$ cat src/rtl/mem_stage_lsu.sv
// Memory-stage load/store unit: store-lane alignment, byte strobes, and a req/ack
// data-memory handshake with optional timeout. Load data is formatted for write-back.
module mem_stage_lsu #(
  parameter int XLEN    = 32,
  parameter int TIMEOUT = 0
) (
  input  logic              clk,
  input  logic              rst,
  input  logic              valid_i,
  input  logic              MemRead_i,
  input  logic              MemWrite_i,
  input  logic [2:0]        funct3_i,
  input  logic [XLEN-1:0]   result_i,
  input  logic [XLEN-1:0]   Rs2_data_i,
  input  logic [XLEN-1:0]   fwd_data_i,
  input  logic              forward_load_i,
  output logic              dmem_req_o,
  output logic              dmem_we_o,
  output logic [XLEN-1:0]   dmem_addr_o,
  output logic [XLEN-1:0]   dmem_wdata_o,
  output logic [XLEN/8-1:0] dmem_wstrb_o,
  input  logic              dmem_ack_i,
  input  logic [XLEN-1:0]   dmem_rdata_i,
  output logic              stall_o,
  output logic [XLEN-1:0]   wb_data_o,
  output logic              misalign_o,
  output logic              bus_err_o
);

  localparam int NB      = XLEN / 8;
  localparam int OFFW    = $clog2(NB);
  localparam int CW      = (TIMEOUT > 1) ? $clog2(TIMEOUT + 1) : 1;
  localparam int TO_LAST = (TIMEOUT > 0) ? TIMEOUT - 1 : 0;

  typedef enum logic [1:0] {IDLE = 2'd0, REQ = 2'd1, DONE = 2'd2} state_t;

  state_t            state, state_nx;
  logic              is_op, is_load, illegal, misaligned, bad, accept, timeout_hit;
  logic [OFFW-1:0]   off;
  logic [XLEN-1:0]   sd, wdata_nx, addr_nx, sh, load_fmt, load_q;
  logic [NB-1:0]     mask, strb_nx;
  logic [2:0]        fmt_q;
  logic [OFFW-1:0]   off_q;
  logic [CW-1:0]     cnt;
  logic              err_q;

  assign is_op   = valid_i & (MemRead_i | MemWrite_i);
  assign is_load = MemRead_i;
  assign off     = result_i[OFFW-1:0];
  assign addr_nx = {result_i[XLEN-1:OFFW], {OFFW{1'b0}}};

  // Unsupported size/sign combinations are reported as misaligned accesses.
  always_comb begin
    illegal = 1'b0;
    if (funct3_i == 3'b111) illegal = 1'b1;
    if ((XLEN == 32) && ((funct3_i == 3'b011) || (funct3_i == 3'b110))) illegal = 1'b1;
    if (!is_load && funct3_i[2]) illegal = 1'b1;
  end

  always_comb begin
    misaligned = 1'b0;
    case (funct3_i[1:0])
      2'b00:   misaligned = 1'b0;
      2'b01:   misaligned = result_i[0];
      2'b10:   misaligned = |result_i[1:0];
      default: misaligned = |result_i[2:0];
    endcase
  end

  assign bad    = illegal | misaligned;
  assign accept = (state == IDLE) & is_op & ~bad & ~rst;

  assign sd = forward_load_i ? fwd_data_i : Rs2_data_i;

  always_comb begin
    wdata_nx = sd;
    mask     = '1;
    case (funct3_i[1:0])
      2'b00: begin wdata_nx = {NB{sd[7:0]}};            mask = NB'(8'h01); end
      2'b01: begin wdata_nx = {(XLEN/16){sd[15:0]}};    mask = NB'(8'h03); end
      2'b10: begin wdata_nx = {(XLEN/32){sd[31:0]}};    mask = NB'(8'h0F); end
      default: begin wdata_nx = sd;                     mask = '1;         end
    endcase
  end

  assign strb_nx = is_load ? '0 : (mask << off);

  assign sh = dmem_rdata_i >> {off_q, 3'b000};

  always_comb begin
    load_fmt = sh;
    case (fmt_q[1:0])
      2'b00:   load_fmt = fmt_q[2] ? XLEN'(sh[7:0])  : XLEN'($signed(sh[7:0]));
      2'b01:   load_fmt = fmt_q[2] ? XLEN'(sh[15:0]) : XLEN'($signed(sh[15:0]));
      2'b10:   load_fmt = fmt_q[2] ? XLEN'(sh[31:0]) : XLEN'($signed(sh[31:0]));
      default: load_fmt = sh;
    endcase
  end

  assign timeout_hit = (TIMEOUT != 0) && (cnt == CW'(TO_LAST));

  always_ff @(posedge clk or posedge rst) begin
    if (rst) state <= IDLE;
    else     state <= state_nx;
  end

  always_comb begin
    state_nx = state;
    case (state)
      IDLE:    if (accept) state_nx = REQ;
      REQ:     if (dmem_ack_i || timeout_hit) state_nx = DONE;
      DONE:    state_nx = IDLE;
      default: state_nx = IDLE;
    endcase
  end

  always_comb begin
    dmem_req_o = (state == REQ);
    stall_o    = accept | (state == REQ);
    misalign_o = (state == IDLE) & is_op & bad & ~rst;
    wb_data_o  = ((state == DONE) && !dmem_we_o) ? load_q : result_i;
    bus_err_o  = err_q;
  end

  always_ff @(posedge clk or posedge rst) begin
    if (rst) begin
      dmem_addr_o  <= '0;
      dmem_wdata_o <= '0;
      dmem_wstrb_o <= '0;
      dmem_we_o    <= 1'b0;
      fmt_q        <= '0;
      off_q        <= '0;
      load_q       <= '0;
      cnt          <= '0;
      err_q        <= 1'b0;
    end else begin
      if (accept) begin
        dmem_addr_o  <= addr_nx;
        dmem_wdata_o <= is_load ? '0 : wdata_nx;
        dmem_wstrb_o <= strb_nx;
        dmem_we_o    <= ~is_load;
        fmt_q        <= funct3_i;
        off_q        <= off;
        cnt          <= '0;
      end
      // Ack has priority over an expiring timeout in the same cycle.
      if (state == REQ) begin
        if (dmem_ack_i)       load_q <= load_fmt;
        else if (timeout_hit) load_q <= '0;
        else                  cnt    <= cnt + 1'b1;
      end
      err_q <= (state == REQ) & ~dmem_ack_i & timeout_hit;
    end
  end

endmodule

$ cat config.mk
export PLATFORM = sky130hd
export DESIGN_NAME = mem_stage_lsu
export DESIGN_NICKNAME = d
export VERILOG_FILES = /design/src/rtl/mem_stage_lsu.sv
export SDC_FILE = /design/constraint.sdc
export NUM_CORES = 1
export LEC_CHECK = 0
export CORE_MARGIN = 10
export CORE_UTILIZATION = 36
export CTS_CLUSTER_DIAMETER = 100
export DETAILED_ROUTE_END_ITERATION = 6
export PLACE_DENSITY = 0.68
export SLEW_MARGIN = 30
export SYNTH_ARGS = -nofsm -noshare
export SYNTH_HDL_FRONTEND = slang
export SYNTH_SLANG_ARGS = --single-unit
$ cat constraint.sdc
create_clock -name clk -period 14.7 [get_ports clk]
set_input_delay 2.94 -clock clk [delete_from_list [all_inputs] [get_ports clk]]
set_output_delay 2.94 -clock clk [all_outputs]
set_load 0.05 [all_outputs]
* Yosys cells after proc, flatten, opt, wreduce, memory -nomap -nowiden *
Index checks and enable logic that the tools add are counted.

storage, ports and cells
  bits in registers = 106
  input port bits = 138
  output and inout port bits = 105
  logic and storage cells = 60

cells by class
  equality and inequality tests = 10
  shift operators = 2
  multiplexer cells = 16
  bitwise operators = 12
  reductions and logical operators = 12

operators with widths
  kind                                                              number
  32-bit 2-to-1 mux                                                 5
  32-bit case mux with 2 select lines                               2
  32-bit by 5-bit right shift with 32-bit output                    1
  4-bit case mux with 2 select lines                                1
  1-bit AND                                                         6
  2-bit by 1-bit == test with 1-bit output (second input constant)  3
  3-bit == test (second input constant)                             2
  2-bit zero test                                                   3
  2-bit == test (second input constant)                             2
  2-bit 2-to-1 mux                                                  2
  4-bit 2-to-1 mux                                                  1
  2-bit case mux with 2 select lines                                1
  2-bit AND reduction                                               2
  4-bit by 2-bit << shifter with 4-bit output                       1
  3-bit by 2-bit == test with 1-bit output (second input constant)  1
  1-bit 2-to-1 mux                                                  3
  1-bit NOT                                                         3
  1-bit bitwise OR                                                  3
  1-bit case mux with 3 select lines                                1
  3-bit OR reduction                                                1
  1-bit logical AND                                                 2
  1-bit zero test                                                   2
  2-bit by 1-bit != test with 1-bit output (second input constant)  1
  2-bit != test (second input constant)                             1
  2 further kinds                                                   2

* Longest topological paths before layout *
Gate-level depths: netlist of run 1.

  depth in word-level cells = 10
  mapped depth = 7

* Worst setup path before layout of run 1 *
OpenSTA, ideal clock, no wires.

  path type = input -> output
  start point = input port rst
  end point = output port stall_o
  arrival = 6.569 ns
  data required time = 11.760 ns
  path slack = 5.191 ns
  stages on the path = 6
  buffers on the path = 2
  path through = inv_1 > o2111ai_1 > and2b_2 > buf_12 > buf_8 > or2_1

between the ends
  word-level cells in the longest chain between the ends = 3

RTL lines
  element           RTL line  RTL
  from (decl)       8         input logic rst,
  1-bit NOT         71        assign accept = (state == IDLE) & is_op & ~bad & ~rst;
  1-bit AND         71
  1-bit bitwise OR  119       stall_o = accept | (state == REQ);
  to (decl)         24        output logic stall_o,

Every way passes these cells.

* Worst setup path in the final report of run 1 *
Ends and elaborated chain as after synthesis.

==> results of run 1 <==
==> area by class of cell <==
cell class,instances,area (um^2),share of cell area
Inverter,5,21.3,0.00245
Clock inverter,7,43.8,0.00505
Multi-Input combinational cell,365,3020,0.348
Antenna cell,1,2.50,0.000289
Tap cell,216,270,0.0312
Clock buffer,9,225,0.0260
Timing Repair Buffer,245,2430,0.281
Sequential cell,106,2650,0.306
==> stage by stage <==
stage | total power, mW | worst slack [ns] | instance area, um^2
after floorplan | 0.857 | 5.19 | 5960
after global placement | 1.07 | 6.07 | 8390
after detailed placement | 1.08 | 6.01 | 8390
after CTS | 1.31 | 6.01 | 8650
after global routing | 1.37 | 5.86 | 8670
final | 1.30 | 6.10 | 8670
==> layer usage <==
metal	routed length [um]	GRT usage
met1	7990	0.210
met2	10200	0.299
met3	1020	0.0382
met4	370	0.0624
met5	0	0
==> worst max-delay path, delay by kind of cell <==
family,cells,cell delay [ns]
simple gates,2,0.77
compound gates,1,0.24
buf+inv,3,1.69
==> kinds of logic after synthesis <==
kind of cell	count (synthesis)
compound gates	112
buf+inv	45
flops	106
mux	153
other cells	1
simple gates	97
==> how the worst min path moves through the flow <==
stage / cells after the start / from / end / slack (ns)
floorplan: 2 / load_q[0]$_DFFE_PP0P_ / load_q[0]$_DFFE_PP0P_ / 0.44
global placement: 2 / load_q[6]$_DFFE_PP0P_ / load_q[6]$_DFFE_PP0P_ / 0.46
detailed placement: 1 / dmem_wdata_o[27]$_DFFE_PP0P_ / dmem_wdata_o[27]$_DFFE_PP0P_ / 0.48
CTS: 1 / dmem_wdata_o[27]$_DFFE_PP0P_ / dmem_wdata_o[27]$_DFFE_PP0P_ / 0.49
global route: 1 / dmem_wdata_o[27]$_DFFE_PP0P_ / dmem_wdata_o[27]$_DFFE_PP0P_ / 0.51
finish: 1 / dmem_wdata_o[27]$_DFFE_PP0P_ / dmem_wdata_o[27]$_DFFE_PP0P_ / 0.49
==> placed cells by master, fill, tap and decap left out, types with 7 or more instances in the layout <==
master and n:
mux2_4 50, mux2i_1 41, a221oi_1 8, mux2_2 54, and2_1 7, nand2_1 9
clkdlybuf4s50_1 238, a211oi_1 17, clkbuf_16 9, dfrtp_1 106, a21oi_1 56, nor2b_1 14
nor2_1 51, a21o_1 10, o21ai_0 17, mux2_1 8
==> sequential cells by signal, summed over array words and instances (netlist names) <==
name	flops
dmem_wdata_o	32
dmem_addr_o	30
off_q	2
dmem_wstrb_o	4
state	2
load_q	32
fmt_q	3
dmem_we_o	1
==> power breakdown <==
group	total, mW	internal (mW)	switching [mW]
combinational	0.619	0.253	0.366
sequential	0.455	0.391	0.0640
clock	0.227	0.114	0.113
==> flow_metrics.tcl, run 1 <==
set metrics [dict create \
    status "completed" \
    drv_cap 0 \
    numCtsBuffers 9 \
    clk_pin_slew_worst_paths_ns 0.07 \
    grt_pass1_wl_um 30400 \
    syn_area_um2 5950 \
    yosysMostFrequentCell "dfrtp_1" \
    syn_avg_cell_area_um2 11.6 \
    area_delta_synth_final_pct 45.6 \
    nets 870 \
    fmax_mhz 116 \
    antenna_found_initial 1 \
    drtIter0Drc 285 \
    grt_pass1_vias 5226 \
    io_pins 243 \
    remaining_drc_errors 0 \
    setup_viol 0 \
    h-tree-depth 3 \
    synthCells 514 \
    synth_area_leader_cell "dfrtp_1" \
    clock_latency_ns 0.35 \
    synth-async-reset-ratio 1.00 \
    core_area_um2 16100 \
    ys_warn_count 0 \
    critPathKind "in -> out" \
    synthFlopType "dfrtp_1" \
    synth_mux_area_frac 0.312 \
    cts_sinks 106 \
    place_inst 937 \
    grt_max_degree 60 \
    vias_per_cell 4.99 \
    ant_nets 0 \
    wl_per_cell_um 20.6 \
    die_area_um2 22100 \
    finalSetupTns_ns 0 \
    final-instance-count-excl-fill 954 \
    power_density_nw_per_um2 150 \
    synth.distinct_cells 38 \
    yosysSeqAreaShare 0.446 \
    synth.top_cell.area_share 0.446 \
    worstMarginPinSlew_ns 0.945 \
    whs_ns 0.490 \
    clock_skew_ns 0.0119 \
    grt.overflow.total 0 \
    fin_util 0.540 \
    crit_top_cell "clkdlybuf4s50_1" \
    clk_path_buf_depth 2 \
    ff2ff_path_depth 5 \
    hold_viol 0 \
    ys_seq_elements 106 \
    netlist_top_cells_area "dfrtp_1 (45%), mux2_4 (13%), mux2_2 (10%)" \
    synth_simple_gate_area_frac 0.0778 \
    critPathSlowestCell "clkdlybuf4s50_1" \
    dr.pass1.iters 4 \
    die_w_um 149 \
    vias 4760 \
    period_needed_ns 8.60 \
    hold_buffers 0 \
    place_congestion 0.857 \
    post-route-period-util 0.585 \
    synth_fa_ha_area_frac 0 \
    endpoint "stall_o" \
    startpoint "rst" \
    slew_violations 0 \
    synth_compound_gate_area_share 0.112 \
    rows 46 \
    chipHeight_um 149 \
    start_util 0.371 \
    synth_common_cells "dfrtp_1 (106), a21oi_1 (56), mux2_2 (54)" \
    irDropWorstVdd_mv 0.0711 \
    dp_hpwl_um 15300 \
    slew_headroom 0.370 \
    p_leak_nw 3.67 \
    rsz0062_at_grt "false" \
    cts_tree "yes" \
    reg2reg_setup_slack_ns 12.10 \
    critPathMaxStageDelay_ns 0.80 \
    cp.required_ns 11.76 \
    cp_max_fo 49 \
    clockRootBuffer "clkbuf_16" \
    synth_top_family_by_area "multiplexers" \
    io_buffers 239 \
    min_path_type "reg -> reg" \
    fillers 1388 \
    crit_path_start_kind "input port" \
    drt-total-wl_um 19600 \
    rr_startpoint "state[0]$_DFFE_PP0P_" \
    cts.repair.resized 0 \
    layout-drive-gt1-share 0.182 \
    synth_edf_count 0 \
    crit_chain "clkdlybuf4s50_1 -> inv_4 -> o2111ai_1 -> and2b_4 -> or2_1 -> clkdlybuf4s50_1" \
    cp.arrival_ns 5.66 \
    r2r-end "dmem_wdata_o[24]$_DFFE_PP0P_" \
    synth_xor_xnor_area_share 0 \
    postCtsSetupBuffers 0 \
    crit_path_end_kind "output port" \
    grtUsageTotal 0.175 \
]
Power figures use the tool's default switching activity.
==> run 2: changes to the inputs <==
==> constraint.sdc (replaced) <==
create_clock -name clk -period 8.3 [get_ports clk]
set_input_delay 1.66 -clock clk [delete_from_list [all_inputs] [get_ports clk]]
set_output_delay 1.66 -clock clk [all_outputs]
set_load 0.05 [all_outputs]
==> run 2 against run 1 <==
  * Global-route usage about the same
  * Hold slack got worse by 0.0030 ns
  * First-iteration DRC count decreased by 18%
  * Critical path type unchanged
  * Combinational power increased by 78%
  * Largest power group unchanged
  * Clock power increased by 100%
  * Die area unchanged
  * Sequential share of layout area decreased by 0.17 points
  * Sequential power increased by 77%
  * Setup slack got worse by 3.8 ns
  * Design area increased by 0.56%
  * Final cell count decreased by 0.10%
  * Register-to-register slack got worse by 6.4 ns
==> flow_metrics.tcl, run 2 (synthesis gave the netlist of run 1 again) <==
set metrics [dict create \
    status "completed" \
    reg2reg_setup_slack_ns 5.71 \
    core_area_um2 16100 \
    clock_skew_ns 0.00404 \
    grt-busiest-layer "met2" \
    fillers 1362 \
    clk_path_buf_depth 2 \
    p_leak_nw 3.70 \
    dr.pass1.iters 4 \
    finalSetupTns_ns 0 \
    drt-total-wl_um 19700 \
    antenna_found_initial 1 \
    start_util 0.371 \
    crit_chain "clkdlybuf4s50_1 -> inv_4 -> o2111ai_1 -> and2b_4 -> or2_1 -> clkdlybuf4s50_1" \
    cp.arrival_ns 4.37 \
    slew_violations 0 \
    grt.overflow.total 0 \
    crit_path_end_kind "output port" \
    chipHeight_um 149 \
    path_delay_family "buffers and inverters" \
    period_needed_ns 6.03 \
    pwr-share-seq 0.340 \
    critPathMaxStageDelay_ns 0.80 \
    worstSetupPathDepth 6 \
    io_pins 243 \
    r2r-end "dmem_wdata_o[14]$_DFFE_PP0P_" \
    clockRootBuffer "clkbuf_16" \
    vias 4809 \
    h-tree-depth 3 \
    cts_sinks 106 \
    clock_latency_ns 0.35 \
    grt_pass1_vias 5306 \
    rr_startpoint "state[0]$_DFFE_PP0P_" \
    numCtsBuffers 9 \
    hold_buffers 0 \
    grt_max_degree 60 \
    grt_pass1_wl_um 30400 \
    critPathKind "in -> out" \
    cp_max_fo 49 \
    hold_viol 0 \
    vias_per_cell 5.05 \
    use_met1 0.210 \
    p_int_mw 1.41 \
    slew_headroom 0.375 \
    area_delta_synth_final_pct 46.4 \
    irDropWorstVdd_mv 0.116 \
    rows 46 \
    layout_commonest_cell "clkdlybuf4s50_1" \
    die_area_um2 22100 \
    fmax_mhz 166 \
    grtUsageTotal 0.174 \
    switchingPower_mw 0.958 \
    endpoint "stall_o" \
    rsz0062_at_grt "false" \
    crit_top_cell "clkdlybuf4s50_1" \
    largestRegisters "dmem_wdata_o: 32 flops, load_q: 32 flops, dmem_addr_o: 30 flops" \
    min_path_type "reg -> reg" \
    wl_per_cell_um 20.7 \
    cts_tree "yes" \
    ant_nets 0 \
    drtIter0Drc 234 \
    p_clk_frac 0.195 \
    ff2ff_path_depth 5 \
    die_w_um 149 \
    cp_num_buf_inv 3 \
    multiInputGateArea_um2 3020 \
    drv_cap 0 \
    io_buffers 239 \
    setup_viol 0 \
    power_density_nw_per_um2 272 \
    dp_hpwl_um 15300 \
    crit_path_start_kind "input port" \
    nets 870 \
    met3_usage 0.0337 \
    place_congestion 0.857 \
    cp.required_ns 6.64 \
    postCtsSetupBuffers 0 \
    remaining_drc_errors 0 \
    p_comb_frac 0.465 \
    layout-drive-gt1-share 0.181 \
    seq_area_um2 2650 \
    clk_pin_slew_worst_paths_ns 0.07 \
    worstMarginPinSlew_ns 0.938 \
    startpoint "rst" \
    cts.repair.resized 0 \
    grt_use_met2 0.302 \
    most-common-layout-cells "clkdlybuf4s50_1 (238), dfrtp_1 (106), a21oi_1 (56), mux2_2 (54), nor2_1 (51)" \
    post-route-period-util 0.727 \
    fin_util 0.543 \
    swShare 0.404 \
    critPathSlowestCell "clkdlybuf4s50_1" \
]
## run 2: cell count changes in the layout (fill, tap and decap cells not counted)
cell        before  now
clkinvlp_4       2    0
clkbuf_8         0    1
clkinv_2         4    2
bufinv_16        0    2
inv_6            1    0
clkinv_4         0    1
## run 2: routing by layer
| metal | share of wire | up-vias |
|---|---|---|
| met5 | 0 | - |
| met4 | 0.019 | 0 |
| met3 | 0.050 | 20 |
| met2 | 0.52 | 138 |
| met1 | 0.41 | 2371 |
| li1 | - | 2280 |
## run 2: layout make-up
cell class                      instances  share of cell area
Tap cell                              216              0.0310
Sequential cell                       106               0.304
Inverter                                5             0.00244
Multi-Input combinational cell        365               0.346
Timing Repair Buffer                  245               0.279
Clock buffer                           10              0.0274
Clock inverter                          5             0.00905
Antenna cell                            1            0.000287
## run 2: worst min-delay path by stage
stage                              endpoint  slack (ns)  depth (start not counted)                          from
3_5_place_dp     dmem_addr_o[5]$_DFFE_PP0P_        0.47                          1    dmem_addr_o[5]$_DFFE_PP0P_
2_1_floorplan         load_q[0]$_DFFE_PP0P_        0.44                          2         load_q[0]$_DFFE_PP0P_
5_1_grt        dmem_wdata_o[27]$_DFFE_PP0P_        0.51                          1  dmem_wdata_o[27]$_DFFE_PP0P_
3_3_place_gp          load_q[6]$_DFFE_PP0P_        0.46                          2         load_q[6]$_DFFE_PP0P_
4_1_cts          dmem_addr_o[5]$_DFFE_PP0P_        0.49                          1    dmem_addr_o[5]$_DFFE_PP0P_
6_report              load_q[3]$_DFFE_PP0P_        0.49                          2         load_q[3]$_DFFE_PP0P_
## run 2: metrics by stage
step	hold slack, ns	total power [mW]	worst slack [ns]	cell area (um^2)	std cells
6_report	0.487	2.37	2.27	8710	953
5_1_grt	0.514	2.49	2.02	8710	953
4_1_cts	0.491	2.39	2.15	8700	952
3_5_place_dp	0.475	1.91	2.17	8390	937
3_3_place_gp	0.460	1.90	2.23	8390	937
2_1_floorplan	0.444	1.52	1.35	5960	516
## run 2: power groups by stage
stage	sequential, mW	clock, mW	combinational [mW]
after floorplan	1.11	0	0.412
after global placement	0.810	0	1.09
after detailed placement	0.812	0	1.10
after CTS	0.807	0.472	1.11
after global routing	0.830	0.493	1.16
final	0.806	0.463	1.10
## run 2: worst reg2reg max path: stages, from the launching register on
cell and delay, ns:
dfrtp_1 0.40, nor2_1 0.11, o2111ai_1 0.13, and2b_4 0.60
buf_4 0.78, mux2_2 0.46
